<file path="config.mk">
export PLATFORM = sky130hd
export DESIGN_NAME = uart_rx
export DESIGN_NICKNAME = d
export VERILOG_FILES = /design/src/rtl/uart_rx.sv
export SDC_FILE = /design/constraint.sdc
export NUM_CORES = 1
export LEC_CHECK = 0
export ABC_AREA = 0
export CAP_MARGIN = 20
export CORE_ASPECT_RATIO = 1.75
export CORE_UTILIZATION = 30
export CTS_CLUSTER_SIZE = 10
export DETAILED_ROUTE_END_ITERATION = 7
export SLEW_MARGIN = 20
export SYNTH_ARGS = -nofsm -noshare
export SYNTH_HDL_FRONTEND = slang
export SYNTH_SLANG_ARGS = --single-unit
</file>
<file path="constraint.sdc">
create_clock -name clk -period 2.3 [get_ports clk]
set_input_delay 0.46 -clock clk [delete_from_list [all_inputs] [get_ports clk]]
set_output_delay 0.46 -clock clk [all_outputs]
set_load 0.02 [all_outputs]
</file>
<file path="src/rtl/uart_rx.sv">
`default_nettype none
// ============================================================================
// Module      : uart_rx
// Description : 8N1 serial receiver. The rx line is synchronised, a start edge
//               is qualified at mid start bit, then eight data bits (LSB first)
//               and the stop bit are sampled at mid-bit. A good frame updates
//               data with a one-cycle valid strobe; a low stop bit gives a
//               one-cycle frame_err strobe and waits for the line to go idle.
//               Optional build macro UART_RX_MAJORITY_EN: each sample point
//               uses a 2-of-3 majority of the synchronised line over the
//               sample cycle and the two cycles before it.
// Revision    : 1.0 - initial release
// ============================================================================
module uart_rx #(
    parameter int CLKS_PER_BIT = 16,
    parameter int SYNC_STAGES  = 2
) (
    input  logic       clk,
    input  logic       rst_n,
    input  logic       rx,
    output logic [7:0] data,
    output logic       valid,
    output logic       frame_err,
    output logic       bussy
);

    // ------------------------------------------------------------------------
    // Constants
    // ------------------------------------------------------------------------
    localparam logic [2:0] c_IDLE       = 3'd0;
    localparam logic [2:0] c_START_BIT  = 3'd1;
    localparam logic [2:0] c_DATA_BITS  = 3'd2;
    localparam logic [2:0] c_STOP_BIT   = 3'd3;
    localparam logic [2:0] c_BREAK_WAIT = 3'd4;

    // Mid start bit is reached half a bit after the detected falling edge;
    // every later sample is one full bit after the previous one.
    localparam logic [7:0] c_HALF_M1 = 8'(CLKS_PER_BIT / 2 - 1);
    localparam logic [7:0] c_BIT_M1  = 8'(CLKS_PER_BIT - 1);

    // Reject illegal configurations at elaboration time.
    if ((CLKS_PER_BIT < 4) || (CLKS_PER_BIT > 255)) begin : g_bad_clks_per_bit
        $error("uart_rx: CLKS_PER_BIT must be in 4..255");
    end
    if ((SYNC_STAGES < 2) || (SYNC_STAGES > 3)) begin : g_bad_sync_stages
        $error("uart_rx: SYNC_STAGES must be in 2..3");
    end

    // ------------------------------------------------------------------------
    // Signals
    // ------------------------------------------------------------------------
    logic [SYNC_STAGES-1:0] r_sync;
    logic                   w_rx_s;
    logic                   w_sample;

    logic [2:0] r_state;
    logic [2:0] w_state_nxt;
    logic [7:0] r_bit_cnt;
    logic [2:0] r_bit_idx;
    logic [7:0] r_shift;
    logic [7:0] r_data;
    logic       r_valid;
    logic       r_frame_err;

    logic       w_hit_half;
    logic       w_hit_bit;
    logic       w_cnt_clr;

    // ------------------------------------------------------------------------
    // Synchroniser: presets to idle-high so reset never looks like a start bit.
    // ------------------------------------------------------------------------
    // Shift the asynchronous rx line through SYNC_STAGES flops.
    always_ff @(posedge clk or negedge rst_n) begin
        if (!rst_n) begin
            r_sync <= '1;
        end else begin
            r_sync <= {r_sync[SYNC_STAGES-2:0], rx};
        end
    end

    assign w_rx_s = r_sync[SYNC_STAGES-1];

    // ------------------------------------------------------------------------
    // Sample value used at the start, data and stop sample points.
    // ------------------------------------------------------------------------
`ifdef UART_RX_MAJORITY_EN
    logic [1:0] r_hist;

    // Keep the two previous synchronised values for the majority vote.
    always_ff @(posedge clk or negedge rst_n) begin
        if (!rst_n) begin
            r_hist <= 2'b11;
        end else begin
            r_hist <= {r_hist[0], w_rx_s};
        end
    end

    assign w_sample = (w_rx_s & r_hist[0]) | (w_rx_s & r_hist[1]) | (r_hist[0] & r_hist[1]);
`else
    assign w_sample = w_rx_s;
`endif

    // ------------------------------------------------------------------------
    // Frame state machine
    // ------------------------------------------------------------------------
    assign w_hit_half = (r_bit_cnt == c_HALF_M1);
    assign w_hit_bit  = (r_bit_cnt == c_BIT_M1);

    // Next-state decode; all decisions come from the synchronised line.
    always_comb begin
        w_state_nxt = r_state;
        case (r_state)
            c_IDLE: begin
                if (!w_rx_s) begin
                    w_state_nxt = c_START_BIT;
                end
            end
            c_START_BIT: begin
                if (w_hit_half) begin
                    // A high mid-start sample is a glitch, not a frame.
                    w_state_nxt = w_sample ? c_IDLE : c_DATA_BITS;
                end
            end
            c_DATA_BITS: begin
                if (w_hit_bit && (r_bit_idx == 3'd7)) begin
                    w_state_nxt = c_STOP_BIT;
                end
            end
            c_STOP_BIT: begin
                if (w_hit_bit) begin
                    w_state_nxt = w_sample ? c_IDLE : c_BREAK_WAIT;
                end
            end
            c_BREAK_WAIT: begin
                // Hold off until the line returns high so a break yields only
                // a single frame error.
                if (w_rx_s) begin
                    w_state_nxt = c_IDLE;
                end
            end
            default: begin
                w_state_nxt = c_IDLE;
            end
        endcase
    end

    // The bit counter restarts on every state change and on every data-bit
    // boundary; it is parked at zero while waiting for the line.
    assign w_cnt_clr = (w_state_nxt != r_state)
                     || ((r_state == c_DATA_BITS) && w_hit_bit)
                     || (r_state == c_IDLE)
                     || (r_state == c_BREAK_WAIT);

    // State register and per-bit clock counter.
    always_ff @(posedge clk or negedge rst_n) begin
        if (!rst_n) begin
            r_state   <= c_IDLE;
            r_bit_cnt <= 8'd0;
        end else begin
            r_state <= w_state_nxt;
            if (w_cnt_clr) begin
                r_bit_cnt <= 8'd0;
            end else begin
                r_bit_cnt <= r_bit_cnt + 8'd1;
            end
        end
    end

    // Data-bit index and shift register; first bit received ends up in [0].
    always_ff @(posedge clk or negedge rst_n) begin
        if (!rst_n) begin
            r_bit_idx <= 3'd0;
            r_shift   <= 8'h00;
        end else begin
            if ((r_state == c_START_BIT) && (w_state_nxt == c_DATA_BITS)) begin
                r_bit_idx <= 3'd0;
            end else if ((r_state == c_DATA_BITS) && w_hit_bit) begin
                r_shift   <= {w_sample, r_shift[7:1]};
                r_bit_idx <= r_bit_idx + 3'd1;
            end
        end
    end

    // Registered outputs: strobes are single-cycle, data holds the last good byte.
    always_ff @(posedge clk or negedge rst_n) begin
        if (!rst_n) begin
            r_data      <= 8'h00;
            r_valid     <= 1'b0;
            r_frame_err <= 1'b0;
        end else begin
            r_valid     <= 1'b0;
            r_frame_err <= 1'b0;
            if ((r_state == c_STOP_BIT) && w_hit_bit) begin
                if (w_sample) begin
                    r_data  <= r_shift;
                    r_valid <= 1'b1;
                end else begin
                    r_frame_err <= 1'b1;
                end
            end
        end
    end

    assign data      = r_data;
    assign valid     = r_valid;
    assign frame_err = r_frame_err;
    assign bussy     = (r_state != c_IDLE);

endmodule
`default_nettype wire

</file>
==> metrics.txt <==
outcome=complete, no violations; Die ar.=5260 µm²; top_reg_cell synth=dfrtp_1; slowest CP cell=clkdlybuf4s50_1; dpl cell area=1700 µm²; setup TNS=0 ns; Hold Path End=r_sync[1]$_DFF_PN1_; Final ANT Viol Nets=0; YS warnings=0; H-tree Lvls=2; Final Hold Vio Count=0; Area Overhead vs Synth=20.7%; clock tree buffer depth=2; Yosys top cell by area=dfrtp_1; CP Data Required Time=1.84 ns; register area=853 µm²; fraction of final layout cells sized beyond drive strength 1=0.246; CTS Buf Count=5; worst skew pair latency=0.28 ns; crit-path cells=or3_1 -> clkdlybuf4s50_1; Nets=147; # fillers=486; die height=95.2 µm; most frequent cells in the layout=dfrtp_1, mux2_2, clkdlybuf4s50_1; cell area after layout=1800 µm²; critical path fanouts, max=12; Final WS setup=0.147 ns; gr usage total=0.122; Clock Tree Root=clkbuf_8; clock skew=0.00508 ns; Post-synth EDFFs=0; R2R Path Start=r_bit_cnt[4]$_DFF_PN0_; number of remaining DRC errors=0; grt ovf=0; ANT cells=0; M1 GR Usage=0.123; path type of the worst min-delay path=flip-flop to flip-flop; Via-to-Cell Ratio=5.27; Initial DRT Pass Iterations=4; routed len/inst=14.8 µm; Cell Pwr Density=845 nW/µm²; Mapped Nets=127; Seq/Total Area, Yosys=0.573; M3 GR Usage=0.0271; Yosys cell types=35; startpoint type of the worst setup path=flip-flop; Avg Cell Area, Syn=12.3 µm²; Synth Register Bits=34; GR peak layer=met2; final setup vio count=0; total number of vias=1023; I/O pin cnt=14; RePlAce Congestion=0.814; largest net degree at the start of global routing=35; cts hold-fix bufs=0; RSZ-0062 raised after global routing=no; Rel. slew slack=0.669; Clock transition at path regs=0.07 ns; period utilization=0.936; vias in the first global route=1067; Die Span X=55.3 µm; beginning of the worst hold path=r_sync[0]$_DFF_PN1_; Worst IR Drop VDD=480 µV; top post-synthesis cells by area=dfrtp_1, mux2_2, dfstp_2, ha_1, a21oi_1; initial antenna violation count=0; Max stage delay on crit path=0.54 ns; Core Footprint=4710 µm²; crit path time final=2.15 ns; Lkg Pwr=0.806 nW; max-slew violation count=0; clock sinks=34; Yosys top cell area share=0.538; Worst Setup Path Type=flip-flop to primary output; Slew @ Worst Pin=0.495 ns; R2R Setup Slk=0.29 ns; first-iteration detailed-routing DRC count=10; Reg2Reg Depth=3; PortBufs=13; cts repair resizes=0; Setup Slack @ Placement=0.278 ns; CP Capture Type=primary output; worst hold stages=0; Post-Synthesis Cells=121; CP arrival=1.69 ns; grt met2 use=0.219; Mapped Area=1490 µm²; final wirelength=2870 µm; post-DP HPWL=2060 µm; worst flop-to-flop path endpoint=data[5]$_DFFE_PN0P_; Final Power=1.52 mW; CTS tree=done; multi-input logic area=608 µm²; Max-Cap Viols=0; first-pass GRT wire length=4940 µm; row count=33; Max Fclk=0.464 GHz; Async SR Flop Fraction=1.00; commonest non-fill, non-tap cell in the layout=dfrtp_1; # Post-CTS Setup Buffers=0; Starting Density=0.316
## cells by family after synthesis
family          count (synthesis)  share of synthesized area
buf+inv                         7                     0.0185
compound gates                 19                     0.0815
simple gates                   38                      0.157
flops                          34                      0.573
xor+xnor                        4                     0.0235
fa+ha+maj                       3                     0.0252
mux                            16                      0.121
## synth_stat cells (all sizes together) (2+ instances only)
cell and count:
a21oi 7, a31oi 2, clkbuf 4, dfrtp 32, dfstp 2, ha 3, inv 2, mux2 16
nand2 5, nand3 5, nand4 3, nor2 7, nor3 2, nor4 2, o21ai 2, o31ai 4
or3 3, or4 3, xnor2 3
## worst max path at each step
stage,depth (start not counted),end,from,slack (ns)
detailed placement,3,data[5]$_DFFE_PN0P_,r_bit_cnt[4]$_DFF_PN0_,0.28
floorplan,4,data[0]$_DFFE_PN0P_,r_bit_cnt[4]$_DFF_PN0_,0.39
global route,2,bussy,r_state[0]$_DFF_PN0_,0.08
global placement,3,data[7]$_DFFE_PN0P_,r_bit_cnt[4]$_DFF_PN0_,0.29
CTS,2,bussy,r_state[0]$_DFF_PN0_,0.14
finish,2,bussy,r_state[0]$_DFF_PN0_,0.15
## worst max-delay path: cells and delay by family (launching register included)
family / cells / cell delay, ns
AND/OR/NAND/NOR: 1 / 0.38
flip-flops: 1 / 0.49
buffers and inverters: 1 / 0.54
## layer usage
layer / vias to the layer above / part of all wire / wire, µm
met3: 9 / 0.036 / 104
met1: 507 / 0.38 / 1080
met2: 23 / 0.55 / 1570
li1: 484 / - / -
met4: 0 / 0.038 / 108
met5: - / 0 / 0
## layout make-up
cell class / count / share of cell area
sequential: 34 / 0.475
multi-input combinational: 80 / 0.338
timing repair buffer: 18 / 0.0933
clock buffer: 6 / 0.0460
tap: 52 / 0.0362
clock inverter: 2 / 0.00696
inverter: 2 / 0.00418
## flip-flops by register name, summed over array words and instances, names as in the netlist
name and count:
r_sync 2, r_shift 8, r_state 3, r_bit_cnt 8
data 8, valid 1, r_bit_idx 3, frame_err 1
## through the flow
step | hold WS (ns) | cells | utilization
after global placement | 0.346 | 186 | 0.362
after global routing | 0.361 | 194 | 0.382
final | 0.357 | 194 | 0.382
after detailed placement | 0.347 | 186 | 0.362
after floorplan | 0.164 | 121 | -
after CTS | 0.361 | 194 | 0.382
## where the power goes
part,internal [mW],total [mW],switching [mW]
clock network,0.240,0.451,0.211
logic,0.144,0.308,0.165
registers,0.659,0.759,0.0999
(Power assumes the default switching activity.)
